[config.mk]
export PLATFORM = sky130hd
export DESIGN_NAME = rs_issue_scheduler
export DESIGN_NICKNAME = d
export VERILOG_FILES = /design/src/rtl/rs_issue_scheduler.sv
export SDC_FILE = /design/constraint.sdc
export NUM_CORES = 1
export LEC_CHECK = 0
export CAP_MARGIN = 10
export CORE_UTILIZATION = 25
export DETAILED_ROUTE_END_ITERATION = 6
export MAX_ROUTING_LAYER = met4
export PLACE_DENSITY = 0.49
export SLEW_MARGIN = 20
export SYNTH_ARGS = -nofsm -noshare
export SYNTH_HDL_FRONTEND = slang
export SYNTH_SLANG_ARGS = --single-unit
[constraint.sdc]
create_clock -name clk -period 10.4 [get_ports clk]
set_input_delay 2.08 -clock clk [delete_from_list [all_inputs] [get_ports clk]]
set_output_delay 2.08 -clock clk [all_outputs]
set_load 0.05 [all_outputs]
[src/rtl/rs_issue_scheduler.sv]
// rs_issue_scheduler: reservation station with tag wakeup, age-matrix oldest-first select
// and a single issue register toward the functional unit.
module rs_issue_scheduler #(
   parameter  int RS_ENTRIES = 8,
   parameter  int NUM_PREGS  = 128,
   parameter  int NUM_WB     = 2,
   parameter  int PAYLOAD_W  = 38,
   localparam int TAG_W      = $clog2(NUM_PREGS),
   localparam int OCC_W      = $clog2(RS_ENTRIES) + 1,
   localparam int IDX_W      = (RS_ENTRIES > 1) ? $clog2(RS_ENTRIES) : 1
) (
   input  logic                    clk,
   input  logic                    rst,
   input  logic                    disp_valid,
   output logic                    disp_ready,
   input  logic [TAG_W-1:0]        disp_src1_tag,
   input  logic [TAG_W-1:0]        disp_src2_tag,
   input  logic                    disp_src1_rdy,
   input  logic                    disp_src2_rdy,
   input  logic [TAG_W-1:0]        disp_dst_tag,
   input  logic [PAYLOAD_W-1:0]    disp_payload,
   input  logic [NUM_WB-1:0]       wb_valid,
   input  logic [NUM_WB*TAG_W-1:0] wb_tag,
   output logic                    iss_valid,
   input  logic                    iss_ready,
   output logic [TAG_W-1:0]        iss_src1_tag,
   output logic [TAG_W-1:0]        iss_src2_tag,
   output logic [TAG_W-1:0]        iss_dst_tag,
   output logic [PAYLOAD_W-1:0]    iss_payload,
   input  logic                    flush,
   output logic [OCC_W-1:0]        occupancy
);
   logic [RS_ENTRIES-1:0] valid_q, valid_d, s1_rdy_q, s1_rdy_d, s2_rdy_q, s2_rdy_d, elig, sel;
   logic [TAG_W-1:0]      s1_tag_q [RS_ENTRIES], s1_tag_d [RS_ENTRIES];
   logic [TAG_W-1:0]      s2_tag_q [RS_ENTRIES], s2_tag_d [RS_ENTRIES];
   logic [TAG_W-1:0]      dst_q    [RS_ENTRIES], dst_d    [RS_ENTRIES];
   logic [PAYLOAD_W-1:0]  pay_q    [RS_ENTRIES], pay_d    [RS_ENTRIES];
   // age_q[i][j] set means entry i was dispatched before entry j
   logic [RS_ENTRIES-1:0] age_q    [RS_ENTRIES], age_d    [RS_ENTRIES];
   logic [OCC_W-1:0]      occ_q, occ_d;
   logic                  iss_valid_q, iss_valid_d;
   logic [TAG_W-1:0]      iss_s1_q, iss_s1_d, iss_s2_q, iss_s2_d, iss_dst_q, iss_dst_d;
   logic [PAYLOAD_W-1:0]  iss_pay_q, iss_pay_d;
   logic                  accept, load, fire, disp_s1_hit, disp_s2_hit;
   logic [IDX_W-1:0]      free_idx, sel_idx;

   assign disp_ready   = occ_q < OCC_W'(RS_ENTRIES);
   assign occupancy    = occ_q;
   assign iss_valid    = iss_valid_q;
   assign iss_src1_tag = iss_s1_q;
   assign iss_src2_tag = iss_s2_q;
   assign iss_dst_tag  = iss_dst_q;
   assign iss_payload  = iss_pay_q;

   always_comb begin
      valid_d     = valid_q;
      s1_rdy_d    = s1_rdy_q;
      s2_rdy_d    = s2_rdy_q;
      s1_tag_d    = s1_tag_q;
      s2_tag_d    = s2_tag_q;
      dst_d       = dst_q;
      pay_d       = pay_q;
      age_d       = age_q;
      iss_valid_d = iss_valid_q;
      iss_s1_d    = iss_s1_q;
      iss_s2_d    = iss_s2_q;
      iss_dst_d   = iss_dst_q;
      iss_pay_d   = iss_pay_q;
      accept      = disp_valid && disp_ready;
      free_idx    = '0;
      for (int i = RS_ENTRIES - 1; i >= 0; i--)
         if (!valid_q[i]) free_idx = IDX_W'(i);
      elig    = valid_q & s1_rdy_q & s2_rdy_q;
      sel     = elig;
      sel_idx = '0;
      for (int i = 0; i < RS_ENTRIES; i++)
         for (int j = 0; j < RS_ENTRIES; j++)
            if (j != i && elig[j] && !age_q[i][j]) sel[i] = 1'b0;
      for (int i = 0; i < RS_ENTRIES; i++)
         if (sel[i]) sel_idx = IDX_W'(i);
      load        = !iss_valid_q || iss_ready;
      fire        = load && |elig;
      disp_s1_hit = disp_src1_rdy;
      disp_s2_hit = disp_src2_rdy;
      for (int w = 0; w < NUM_WB; w++) begin
         if (wb_valid[w]) begin
            if (wb_tag[w*TAG_W +: TAG_W] == disp_src1_tag) disp_s1_hit = 1'b1;
            if (wb_tag[w*TAG_W +: TAG_W] == disp_src2_tag) disp_s2_hit = 1'b1;
            for (int i = 0; i < RS_ENTRIES; i++) begin
               if (wb_tag[w*TAG_W +: TAG_W] == s1_tag_q[i]) s1_rdy_d[i] = 1'b1;
               if (wb_tag[w*TAG_W +: TAG_W] == s2_tag_q[i]) s2_rdy_d[i] = 1'b1;
            end
         end
      end
      if (load) iss_valid_d = fire;
      if (fire) begin
         valid_d[sel_idx] = 1'b0;
         iss_s1_d         = s1_tag_q[sel_idx];
         iss_s2_d         = s2_tag_q[sel_idx];
         iss_dst_d        = dst_q[sel_idx];
         iss_pay_d        = pay_q[sel_idx];
      end
      // the free slot is never the selected one, so both writes can coexist
      if (accept) begin
         valid_d[free_idx]  = 1'b1;
         s1_tag_d[free_idx] = disp_src1_tag;
         s2_tag_d[free_idx] = disp_src2_tag;
         s1_rdy_d[free_idx] = disp_s1_hit;
         s2_rdy_d[free_idx] = disp_s2_hit;
         dst_d[free_idx]    = disp_dst_tag;
         pay_d[free_idx]    = disp_payload;
         for (int j = 0; j < RS_ENTRIES; j++) age_d[j][free_idx] = 1'b1;
         age_d[free_idx] = '0;
      end
      occ_d = occ_q + OCC_W'(accept) - OCC_W'(fire);
   end

   always_ff @(posedge clk) begin
      if (rst || flush) begin
         valid_q     <= '0;
         s1_rdy_q    <= '0;
         s2_rdy_q    <= '0;
         occ_q       <= '0;
         iss_valid_q <= 1'b0;
         iss_s1_q    <= '0;
         iss_s2_q    <= '0;
         iss_dst_q   <= '0;
         iss_pay_q   <= '0;
         for (int i = 0; i < RS_ENTRIES; i++) age_q[i] <= '0;
      end else begin
         valid_q     <= valid_d;
         s1_rdy_q    <= s1_rdy_d;
         s2_rdy_q    <= s2_rdy_d;
         occ_q       <= occ_d;
         iss_valid_q <= iss_valid_d;
         iss_s1_q    <= iss_s1_d;
         iss_s2_q    <= iss_s2_d;
         iss_dst_q   <= iss_dst_d;
         iss_pay_q   <= iss_pay_d;
         age_q       <= age_d;
      end
   end

   always_ff @(posedge clk) begin
      s1_tag_q <= s1_tag_d;
      s2_tag_q <= s2_tag_d;
      dst_q    <= dst_d;
      pay_q    <= pay_d;
   end
endmodule

# == Word-level counts from Yosys, hierarchy flattened ==
# Cells that the tools add are included.
# totals
ff_bits,624
input_bits,82
output_inout_bits,65
word_cells,359
# op_classes
addsub,2
order_cmp,8
eq_ne,36
mux,140
bitwise_logic,17
reduce_logical,107
# ops
cell,count
304-bit bitwise mux,1
7-bit equality test,36
56-bit bitwise mux,3
38-bit binary-select mux with 3-bit select,1
38-bit demux with 3-bit select,1
38-bit 2-to-1 mux,3
1-bit 2-to-1 mux,92
8-bit 2-to-1 mux,9
8-bit OR,9
64-bit bitwise AND,1
64-bit NOT,1
7-bit binary-select mux with 3-bit select,3
1-bit logical AND,54
1-bit logical NOT,50
7-bit 2-to-1 mux,7
3-bit 2-to-1 mux,14
8-bit bitwise AND,3
8-bit demux with 3-bit select,1
7-bit demux with 3-bit select,1
8-bit bitwise mux,2
"4-bit >= comparator, second input constant",2
"3-bit by 4-bit < comparator with 1-bit output, second input constant",2
3-bit NOT with 4-bit output,2
8-bit NOT,1
8 further kinds,11

# == Depth between registers and ports, before layout ==
# Gate-level depths: netlist of run 1.
# logic_depth
word_depth,26
depth_mapped,12
mapped_depth_nobuf,11

# == Worst setup path before layout of run 1 ==
# No wires, ideal clock.
# synth_timing
path_type,input port to flip-flop
startpoint,input disp_valid
endpoint,register age_q[10] (netlist bit)
setup_time_ps,126
arrival_ps,5369
required_ps,10274
setup_slack_ps,4905
path_stages,8
path_buffers,1
cell_sequence,nand2b_1 > nor2_1 > nand3_1 > nor3b_1 > nor2b_1 > clkbuf_1 > nor2_1 > o21a_1
# synth_between
elab_chain_cells,1
# synth_lines
item,line_no,source
start: declaration,14,"input logic disp_valid,"
1-bit logical AND,69,accept = disp_valid && disp_ready;
end signal: assignment,140,age_q <= age_d;
end: declaration,39,"logic [RS_ENTRIES-1:0] age_q [RS_ENTRIES], age_d [RS_ENTRIES];"
# No other way between the ends.
# A chain may end at the register's enable or synchronous reset.

# == Worst setup path after layout of run 1 ==
# layout_timing
startpoint,input flush
endpoint,"register iss_s1_q[5], in the netlist iss_src1_tag[5]"
# layout_between
elab_chain_cells,1
# layout_lines
item,line_no,source
start: declaration,30,"input logic flush,"
1-bit logical OR,119,if (rst || flush) begin
end signal: assignment,136,iss_s1_q <= iss_s1_d;
end: declaration,42,"logic [TAG_W-1:0] iss_s1_q, iss_s1_d, iss_s2_q, iss_s2_d, iss_dst_q, iss_dst_d;"
# No other way between the ends.

==> flow_metrics.tcl, run 1 <==
set metrics [dict create \
    status "complete, no violations" \
    p_sw_share_pct 21.9 \
    drv_slew 0 \
    ys_seq_area_share_pct 64.9 \
    cp_max_fo 61 \
    combPwrFrac_pct 4.0 \
    arrival_ns 5.70 \
    synth_nets 2061 \
    cts_setup_buffers 0 \
    syn-instance-count 1974 \
    synthFlopType "edfxtp_1" \
    cts-hold-fix-buffers 0 \
    hpwlAfterDp_mm 51.7 \
    mappedNetlistArea_mm2 0.0261 \
    synth_top_cell_area_share_pct 54.4 \
    p_clk_share_pct 46.9 \
    rsz0062_at_grt "false" \
    synth_area_leader_cell "edfxtp_1" \
    path_class "input pin to flip-flop" \
    power_frac_seq_pct 49.0 \
    max_freq_mhz 193 \
    grt_pass1_wl_mm 128 \
    r2r-end "iss_src1_tag[5]" \
    relSlewSlack_pct 25.0 \
    pwr_density_cell_mw_per_mm2 173 \
    async_reset_ff_share_pct 0 \
    hold_path_class "flip-flop to flip-flop" \
    initial_core_util_pct 25.2 \
    die_w_um 325 \
    end_kind "flip-flop" \
    regToRegSetupSlack_ns 5.29 \
    synth_warnings 0 \
    worstSetupEndpoint "iss_src1_tag[5]" \
    drc 0 \
    yosysMostFrequentCell "edfxtp_1" \
    chipHeight_um 325 \
    intPower_mw 4.24 \
    routedWlPerCell_um 24.8 \
    fin_crit_ns 5.17 \
    syn_area_per_cell_um2 13.2 \
    peakVddDrop_mv 0.107 \
    ant_nets 0 \
    synth_cell_types 60 \
    dr.pass1.iters 5 \
    drt_iter0_markers 1755 \
    numCtsBuffers 70 \
    start_kind "input pin" \
    cts_tree "built" \
    grt_overflow 0 \
    power_leakage_nw 9.39 \
    power.switching_mw 1.19 \
    port_buffers 146 \
    synth-seq-cells 609 \
    tns_ns 0 \
    root_buffer "clkbuf_16" \
    final_core_util_pct 30.4 \
    critical_path_required_ns 10.93 \
    ctsResizeCount 0 \
    r2r_start "s1_rdy_q[3]" \
    antenna_found_initial 4 \
    rows 118 \
    clk_pin_slew_ns 0.06 \
    grt_max_degree 85 \
    synth_common_cells "472 x edfxtp_1, 223 x xnor2_1, 137 x dfxtp_1" \
    h-tree-depth 3 \
    setup_viol 0 \
    finalHoldViolCount 0 \
    cts_sinks 609 \
    place_congestion 0.841 \
    syn2layout_area_growth_pct 20.7 \
    startpoint "flush" \
    total_power_mw 5.43 \
    dieArea_mm2 0.106 \
    drive_above_1_share_pct 8.59 \
    final_nets 2171 \
    finClkSkew_ns 0.0386 \
    clock_path_buffers 3 \
    core-area_mm2 0.103 \
    viasPerCell 5.13 \
    ioPinCount 147 \
    routed-via-count 18100 \
    grtUsageTotal_pct 16.8 \
    clock_latency_ns 0.63 \
    worstMarginPinSlew_ns 1.11 \
    wl_mm 87.2 \
    synthTopCellsByArea "edfxtp_1 54%, dfxtp_1 11%, xnor2_1 7.5%" \
    grt_pass1_vias 18600 \
    synth-edff-count 472 \
    max-cap-violations 0 \
    r2r_cells 9 \
    fin_crit_sh_pct 49.7 \
]
## flip-flops by register name, indices dropped and copies added (netlist names), named ones only
register      flops
s1_tag_q         56
iss_valid         1
age_q            42
occupancy         4
iss_src2_tag      7
pay_q           304
s1_rdy_q          8
s2_tag_q         56
iss_dst_tag       7
s2_rdy_q          8
dst_q            56
iss_payload      38
iss_src1_tag      7
valid_q           8
## per-layer routing
metal	GRT usage (%)	vias up	routed length [um]
met5	-	-	0
met4	4.45	0	1980
met3	3.24	125	5870
met2	25.4	714	39600
met1	22.8	9301	39800
li1	-	7929	-
## through the flow
step	setup WS, ns	instances	hold WS [ns]	cell area (um2)
floorplan	4.91	1974	0.432	26100
global placement	4.61	3392	0.438	29000
detailed placement	4.51	3392	0.445	29000
CTS	5.15	3521	0.458	31500
global route	4.88	3524	0.470	31500
finish	5.23	3524	0.456	31500
## worst min-delay path by stage
stage | from | end | cells after the start
final | flip-flop | flip-flop | 1
after global routing | age_q[33] | age_q[33] | 1
after CTS | age_q[53] | age_q[53] | 1
after detailed placement | flip-flop | flip-flop | 1
after global placement | age_q[55] | age_q[55] | 1
after floorplan | flip-flop | flip-flop | 1
## cells by family (layout without fill, tap and decap cells)
group                      after synthesis  after routing  share of synthesized area (%)
adders and majority gates                5              5                          0.269
DFF                                    609            609                           64.9
and+or+nand+nor                        440            440                           9.80
xor gates and xnor gates               255            255                           8.57
other                                    0              3                              0
buffers and inverters                  205            372                           3.22
muxes                                    2              2                         0.0768
AOI/OAI and AO/OA                      458            458                           13.2
## cell usage in the layout (no fill, tap or decap), drive strengths merged, types with 22 or more instances in the layout
master and count:
or4 63, nand3 29, nand4b 22, xnor2 223, nor3 56, clkinv 26
nand2 33, o2bb2ai 40, o311ai 59, a21oi 31, xor2 32, edfxtp 472
nor2 71, nor4 23, buf 44, o21a 49, a31oi 41, a221oi 101
and2 63, o21ai 70, clkdlybuf4s50 144, nand4 64, inv 55, dfxtp 137
clkbuf 97
## critical path, stage by stage
cell and delay (ns):
clkdlybuf4s50_1 0.42, nor2_1 0.36, o211ai_1 0.16, buf_4 0.40
or3_1 0.52, nor3_4 0.58, buf_4 0.64, o311ai_0 0.27
o211ai_1 0.21
## cell type report
| type | count | area (um2) |
|---|---|---|
| Inverter | 55 | 210 |
| Sequential cell | 609 | 16900 |
| Clock inverter | 32 | 398 |
| Antenna cell | 3 | 7.51 |
| Timing Repair Buffer | 188 | 1770 |
| Fill cell | 10200 | 72000 |
| Tap cell | 1380 | 1730 |
| Multi-Input combinational cell | 1160 | 8400 |
| Clock buffer | 97 | 2030 |
## power by group through the flow
stage	logic (mW)	clock network [mW]	registers [mW]
finish	0.219	2.55	2.66
global route	0.235	2.69	2.66
CTS	0.220	2.60	2.66
detailed placement	0.219	0	2.71
global placement	0.213	0	2.71
floorplan	0.105	0	2.71
No activity file was read; power rests on OpenSTA's default activity.
==> run 2, diff against run 1 <==
--- a/config.mk
+++ b/config.mk
@@ -9,7 +9,7 @@
 export CORE_UTILIZATION = 25
 export DETAILED_ROUTE_END_ITERATION = 6
 export MAX_ROUTING_LAYER = met4
-export PLACE_DENSITY = 0.49
+export PLACE_DENSITY = 0.5
 export SLEW_MARGIN = 20
 export SYNTH_ARGS = -nofsm -noshare
 export SYNTH_HDL_FRONTEND = slang
==> constraint.sdc (replaced) <==
create_clock -name clk -period 4.5 [get_ports clk]
set_input_delay 0.9 -clock clk [delete_from_list [all_inputs] [get_ports clk]]
set_output_delay 0.9 -clock clk [all_outputs]
set_load 0.05 [all_outputs]
==> run 2 against run 1 <==
- sequential power rose by 130%
- routed wire length grew 3.3%
- final area up 0.95%
- non-clock buffer count grew 30
- sequential share of layout area fell by 0.51 points
- via count is 0.34% higher
- flip-flop and latch count stayed put
- power rose by 130%
- worst setup slack got worse by 4.7 ns
- largest cell class unchanged
- highest routed layer unchanged
==> flow_metrics.tcl, run 2 (synthesis gave the netlist of run 1 again) <==
set metrics [dict create \
    power.switching_mw 2.80 \
    final_core_util_pct 30.7 \
    cts_sinks 609 \
    clock_path_buffers 3 \
    core-area_mm2 0.103 \
    tns_ns 0 \
    routedWlPerCell_um 25.4 \
    place_congestion 0.861 \
    fillers 10300 \
    r2r_start "s2_rdy_q[5]" \
    intPower_mw 9.69 \
    total_power_mw 12.5 \
    regToRegSetupSlack_ns 0.51 \
    cts_setup_buffers 0 \
    power_frac_seq_pct 49.3 \
    final_nets 2201 \
    p_sw_share_pct 22.4 \
    root_buffer "clkbuf_16" \
    crit_buf_inv 1 \
    worstMarginPinSlew_ns 1.09 \
    clock_latency_ns 0.64 \
    dr.pass1.iters 5 \
    grt_pass1_vias 18500 \
    min_from "age_q[9]" \
    cts-hold-fix-buffers 0 \
    regArea_mm2 0.0169 \
    drv_slew 0 \
    combPwrFrac_pct 4.2 \
    path_class "flip-flop to flip-flop" \
    drive_above_1_share_pct 9.30 \
    h-tree-depth 3 \
    grtUsageTotal_pct 17.1 \
    hpwlAfterDp_mm 56.8 \
    clk_pin_slew_ns 0.06 \
    top_register "pay_q" \
    rows 118 \
    cts_tree "built" \
    viasPerCell 5.10 \
    holdWs_ns 0.459 \
    path_cells "nand3_2 -> o21bai_1 -> or4_1 -> a21o_2 -> nor2_4 -> buf_4 -> o311ai_0 -> o21ai_1" \
    largest_reg_flops 304 \
    arrival_ns 4.54 \
    max_freq_mhz 251 \
    antenna_found_initial 4 \
    relSlewSlack_pct 26.6 \
    grt_overflow 0 \
    final_common_cell "edfxtp_1" \
    fin_crit_ns 3.99 \
    final_cell_mix "472 x edfxtp_1, 223 x xnor2_1, 146 x clkdlybuf4s50_1" \
    grt_pass1_wl_mm 130 \
    critical_path_required_ns 5.05 \
    slowest_delay_ns 0.67 \
    peakVddDrop_mv 0.269 \
    crit_slowest_cell "or4_1" \
    fin_crit_sh_pct 88.6 \
    routed-via-count 18100 \
    setup_viol 0 \
    placed_area_mm2 0.0294 \
    status "complete, no violations" \
    max-cap-violations 0 \
    p_clk_share_pct 46.6 \
    die_w_um 325 \
    chipHeight_um 325 \
    ioPinCount 147 \
    start_kind "flip-flop" \
    cp_top_family "simple AND/OR/NAND/NOR gates" \
    wl_mm 90.1 \
    r2r-end "iss_payload[9]" \
    dieArea_mm2 0.106 \
    rsz0062_at_grt "false" \
    finalHoldViolCount 0 \
    numCtsBuffers 70 \
    hold_depth 1 \
    hold_path_class "flip-flop to flip-flop" \
    ctsResizeCount 0 \
    cp_max_fo 37 \
    finClkSkew_ns 0.0647 \
    power_leakage_nw 9.51 \
    syn2layout_area_growth_pct 21.8 \
    design_area_mm2 0.0318 \
    drc 0 \
    drt_iter0_markers 1555 \
    ant_nets 0 \
    port_buffers 146 \
    end_kind "flip-flop" \
    r2r_cells 8 \
    initial_core_util_pct 25.2 \
    pwr_density_cell_mw_per_mm2 393 \
    multiInputGateArea_mm2 0.00839 \
    grt_max_degree 67 \
    holdPathEnd "age_q[9]" \
]
run 2: cell count changes in the layout (fill, tap and decap cells not counted), moves of 3 or more:
cell,change
buf_12,+12
buf_4,+18
clkbuf_1,+12
clkbuf_8,-8
clkinv_2,-3
run 2: worst register-to-register path, stage by stage, from the launching register on:
cell      delay, ns
dfxtp_1        0.55
nand3_2        0.28
o21bai_1       0.25
or4_1          0.67
a21o_2         0.49
nor2_4         0.61
buf_4          0.58
o311ai_0       0.31
o21ai_1        0.22
run 2: layout make-up:
cell class / instances / area share, %
inverter: 55 / 0.662
multi-input combinational: 1160 / 26.4
sequential: 609 / 53.3
antenna: 3 / 0.0236
tap: 1380 / 5.44
clock buffer: 99 / 6.02
timing repair buffer: 218 / 6.78
clock inverter: 30 / 1.37
run 2: metrics by stage:
stage / instances / worst slack (ns)
after floorplan: 1974 / 0.185
after global placement: 3422 / 0.639
after detailed placement: 3422 / 0.600
after CTS: 3551 / 0.580
after global routing: 3554 / 0.463
final: 3554 / 0.514
run 2: routing by layer:
metal	GRT usage, %	share of wire (%)	up-vias
met4	5.18	2.7	0
met5	-	0	-
met3	3.34	6.3	139
met2	27.1	47	711
li1	-	-	7986
met1	22.2	44	9295
run 2: power groups by stage:
stage	logic, mW	clock network (mW)	registers [mW]
2_1_floorplan	0.244	0	6.26
3_3_place_gp	0.514	0	6.27
3_5_place_dp	0.521	0	6.27
4_1_cts	0.523	5.94	6.15
5_1_grt	0.554	6.16	6.15
6_report	0.522	5.81	6.15
run 2: worst max-delay path by stage:
| stage | from | end | slack, ns | cells after the start |
|---|---|---|---|---|
| after floorplan | disp_valid | age_q[10] | 0.19 | 8 |
| after global routing | valid_q[3] | iss_payload[9] | 0.46 | 8 |
| after global placement | s2_rdy_q[7] | iss_payload[9] | 0.64 | 8 |
| after CTS | s2_rdy_q[5] | iss_payload[9] | 0.58 | 8 |
| final | s2_rdy_q[5] | iss_payload[9] | 0.51 | 8 |
| after detailed placement | s2_rdy_q[5] | iss_payload[9] | 0.60 | 8 |
==> run 3, diff against run 2 <==
--- a/config.mk
+++ b/config.mk
@@ -9,7 +9,6 @@
 export CORE_UTILIZATION = 25
 export DETAILED_ROUTE_END_ITERATION = 6
 export MAX_ROUTING_LAYER = met4
-export PLACE_DENSITY = 0.5
 export SLEW_MARGIN = 20
 export SYNTH_ARGS = -nofsm -noshare
 export SYNTH_HDL_FRONTEND = slang
==> constraint.sdc (replaced) <==
create_clock -name clk -period 3.8 [get_ports clk]
set_input_delay 0.76 -clock clk [delete_from_list [all_inputs] [get_ports clk]]
set_output_delay 0.76 -clock clk [all_outputs]
set_load 0.05 [all_outputs]
==> run 3 against run 2 <==
- core utilization rose by 0.18 points
- routed wire length is 1.9% lower
- first-iteration DRC count rose by 19%
- final area grew 0.59%
- maximum frequency increased by 20%
- power up 10%
- largest cell class unchanged
==> flow_metrics.tcl, run 3 (synthesis gave the netlist of run 1 again) <==
set metrics [dict create \
    power.switching_mw 2.97 \
    die_w_um 325 \
    finClkSkew_ns 0.0182 \
    clk_pin_slew_ns 0.07 \
    grt_pass1_wl_mm 128 \
    ctsResizeCount 0 \
    power_leakage_nw 9.66 \
    path_class "flip-flop to flip-flop" \
    final_cell_mix "472 x edfxtp_1, 223 x xnor2_1, 146 x clkdlybuf4s50_1" \
    pre_cts_ws_ns 0.333 \
    crit_slowest_cell "o211a_2" \
    grt_max_degree 61 \
    finalHoldViolCount 0 \
    peakVddDrop_mv 0.381 \
    cts-hold-fix-buffers 0 \
    numCtsBuffers 59 \
    final_common_cell "edfxtp_1" \
    fillers 10200 \
    pwr_density_cell_mw_per_mm2 431 \
    slowest_delay_ns 0.64 \
    viasPerCell 5.08 \
    wl_met2_mm 41.0 \
    rows 118 \
    arrival_ns 3.79 \
    worstMarginPinSlew_ns 1.03 \
    port_buffers 146 \
    fin_cells 3592 \
    p_sw_share_pct 21.6 \
    core-area_mm2 0.103 \
    cp_max_fo 41 \
    intPower_mw 10.8 \
    total_power_mw 13.8 \
    antenna_found_initial 3 \
    fin_crit_ns 3.31 \
    met1Wirelength_mm 38.6 \
    routedWlPerCell_um 24.6 \
    start_kind "flip-flop" \
    syn2layout_area_growth_pct 22.5 \
    tns_ns 0 \
    clock_latency_ns 0.62 \
    crit_path_frequent_cell "buf_12" \
    setup_ws_ns 0.485 \
    setup_viol 0 \
    wl_met3_mm 6.13 \
    end_kind "flip-flop" \
    status "complete, no violations" \
    cts_tree "built" \
    place_congestion 0.912 \
    hold_depth 1 \
    dieArea_mm2 0.106 \
    drive_above_1_share_pct 11.1 \
    relSlewSlack_pct 31.0 \
    grtUsageTotal_pct 16.8 \
    combPwrFrac_pct 4.7 \
    path_cells "nand3_1 -> nor4_1 -> o211a_2 -> nor2_4 -> buf_12 -> buf_12 -> o311ai_0 -> o21ai_1" \
    power_frac_seq_pct 52.8 \
    clock_path_buffers 3 \
    routed-via-count 18300 \
    dr.pass1.iters 6 \
    holdWs_ns 0.458 \
    rsz0062_at_grt "false" \
    fin_crit_sh_pct 87.2 \
    final_nets 2247 \
    max-cap-violations 0 \
    cts_sinks 609 \
    ant_nets 0 \
    place_inst 3479 \
    largest_reg_flops 304 \
    hold_path_class "flip-flop to flip-flop" \
    p_clk_share_pct 42.5 \
    hpwlAfterDp_mm 55.5 \
    drt_iter0_markers 1857 \
    wl_mm 88.4 \
    final_core_util_pct 30.9 \
    chipHeight_um 325 \
    design_area_mm2 0.0319 \
    drc 0 \
    drv_slew 0 \
    placed_area_mm2 0.0300 \
    h-tree-depth 2 \
    root_buffer "clkbuf_16" \
    ioPinCount 147 \
    grt_pass1_vias 18000 \
    top_register "pay_q" \
    max_freq_mhz 302 \
    grt_overflow 0 \
    top_layer "met4" \
    critical_path_required_ns 4.28 \
    r2r_cells 8 \
    initial_core_util_pct 25.2 \
    cts_setup_buffers 0 \
]
[run 3: changes by cell type in the layout (fill, tap and decap cells not counted), moves of 2 or more]
cell,change
buf_4,+41
buf_12,+16
clkbuf_16,-11
clkbuf_1,-7
clkbuf_8,+7
clkinv_2,+4
inv_2,-4
bufinv_16,-3
clkinv_16,-3
inv_16,-3
inv_6,+2
[run 3: worst max-delay path: cells and delay by family (launching register included)]
family / cells / cell delay, ns
flip-flops: 1 / 0.54
buffers and inverters: 2 / 0.42
AO/OA/AOI/OAI: 3 / 1.14
AND/OR/NAND/NOR: 3 / 1.04
[run 3: final timing paths]
path	start	to	slack, ns
setup / recovery	valid_q[2]	iss_payload[31]	0.49
hold / removal	flip-flop	flip-flop	0.46
setup reg to reg	valid_q[2]	iss_payload[31]	0.49
hold reg to reg	flip-flop	flip-flop	0.46
[run 3: power by group through the flow]
stage	combinational [mW]	clock, mW	sequential [mW]
after floorplan	0.288	0	7.42
after global placement	0.636	0	7.42
after detailed placement	0.640	0	7.42
after CTS	0.643	5.93	7.27
after global routing	0.682	6.13	7.28
final	0.645	5.85	7.27
[run 3: layout make-up]
| cell class | instances | area [um2] | area share (%) |
|---|---|---|---|
| Inverter | 55 | 215 | 0.674 |
| Sequential cell | 609 | 16900 | 53.0 |
| Clock buffer | 88 | 1710 | 5.34 |
| Tap cell | 1380 | 1730 | 5.41 |
| Timing Repair Buffer | 275 | 2780 | 8.70 |
| Antenna cell | 3 | 7.51 | 0.0235 |
| Clock inverter | 22 | 196 | 0.615 |
| Multi-Input combinational cell | 1160 | 8390 | 26.3 |
[run 3: per-layer routing]
metal / track usage [%] / vias to the layer above
li1: - / 8062
met1: 22.2 / 9269
met2: 26.5 / 777
met3: 2.51 / 153
met4: 5.24 / 0
met5: - / -
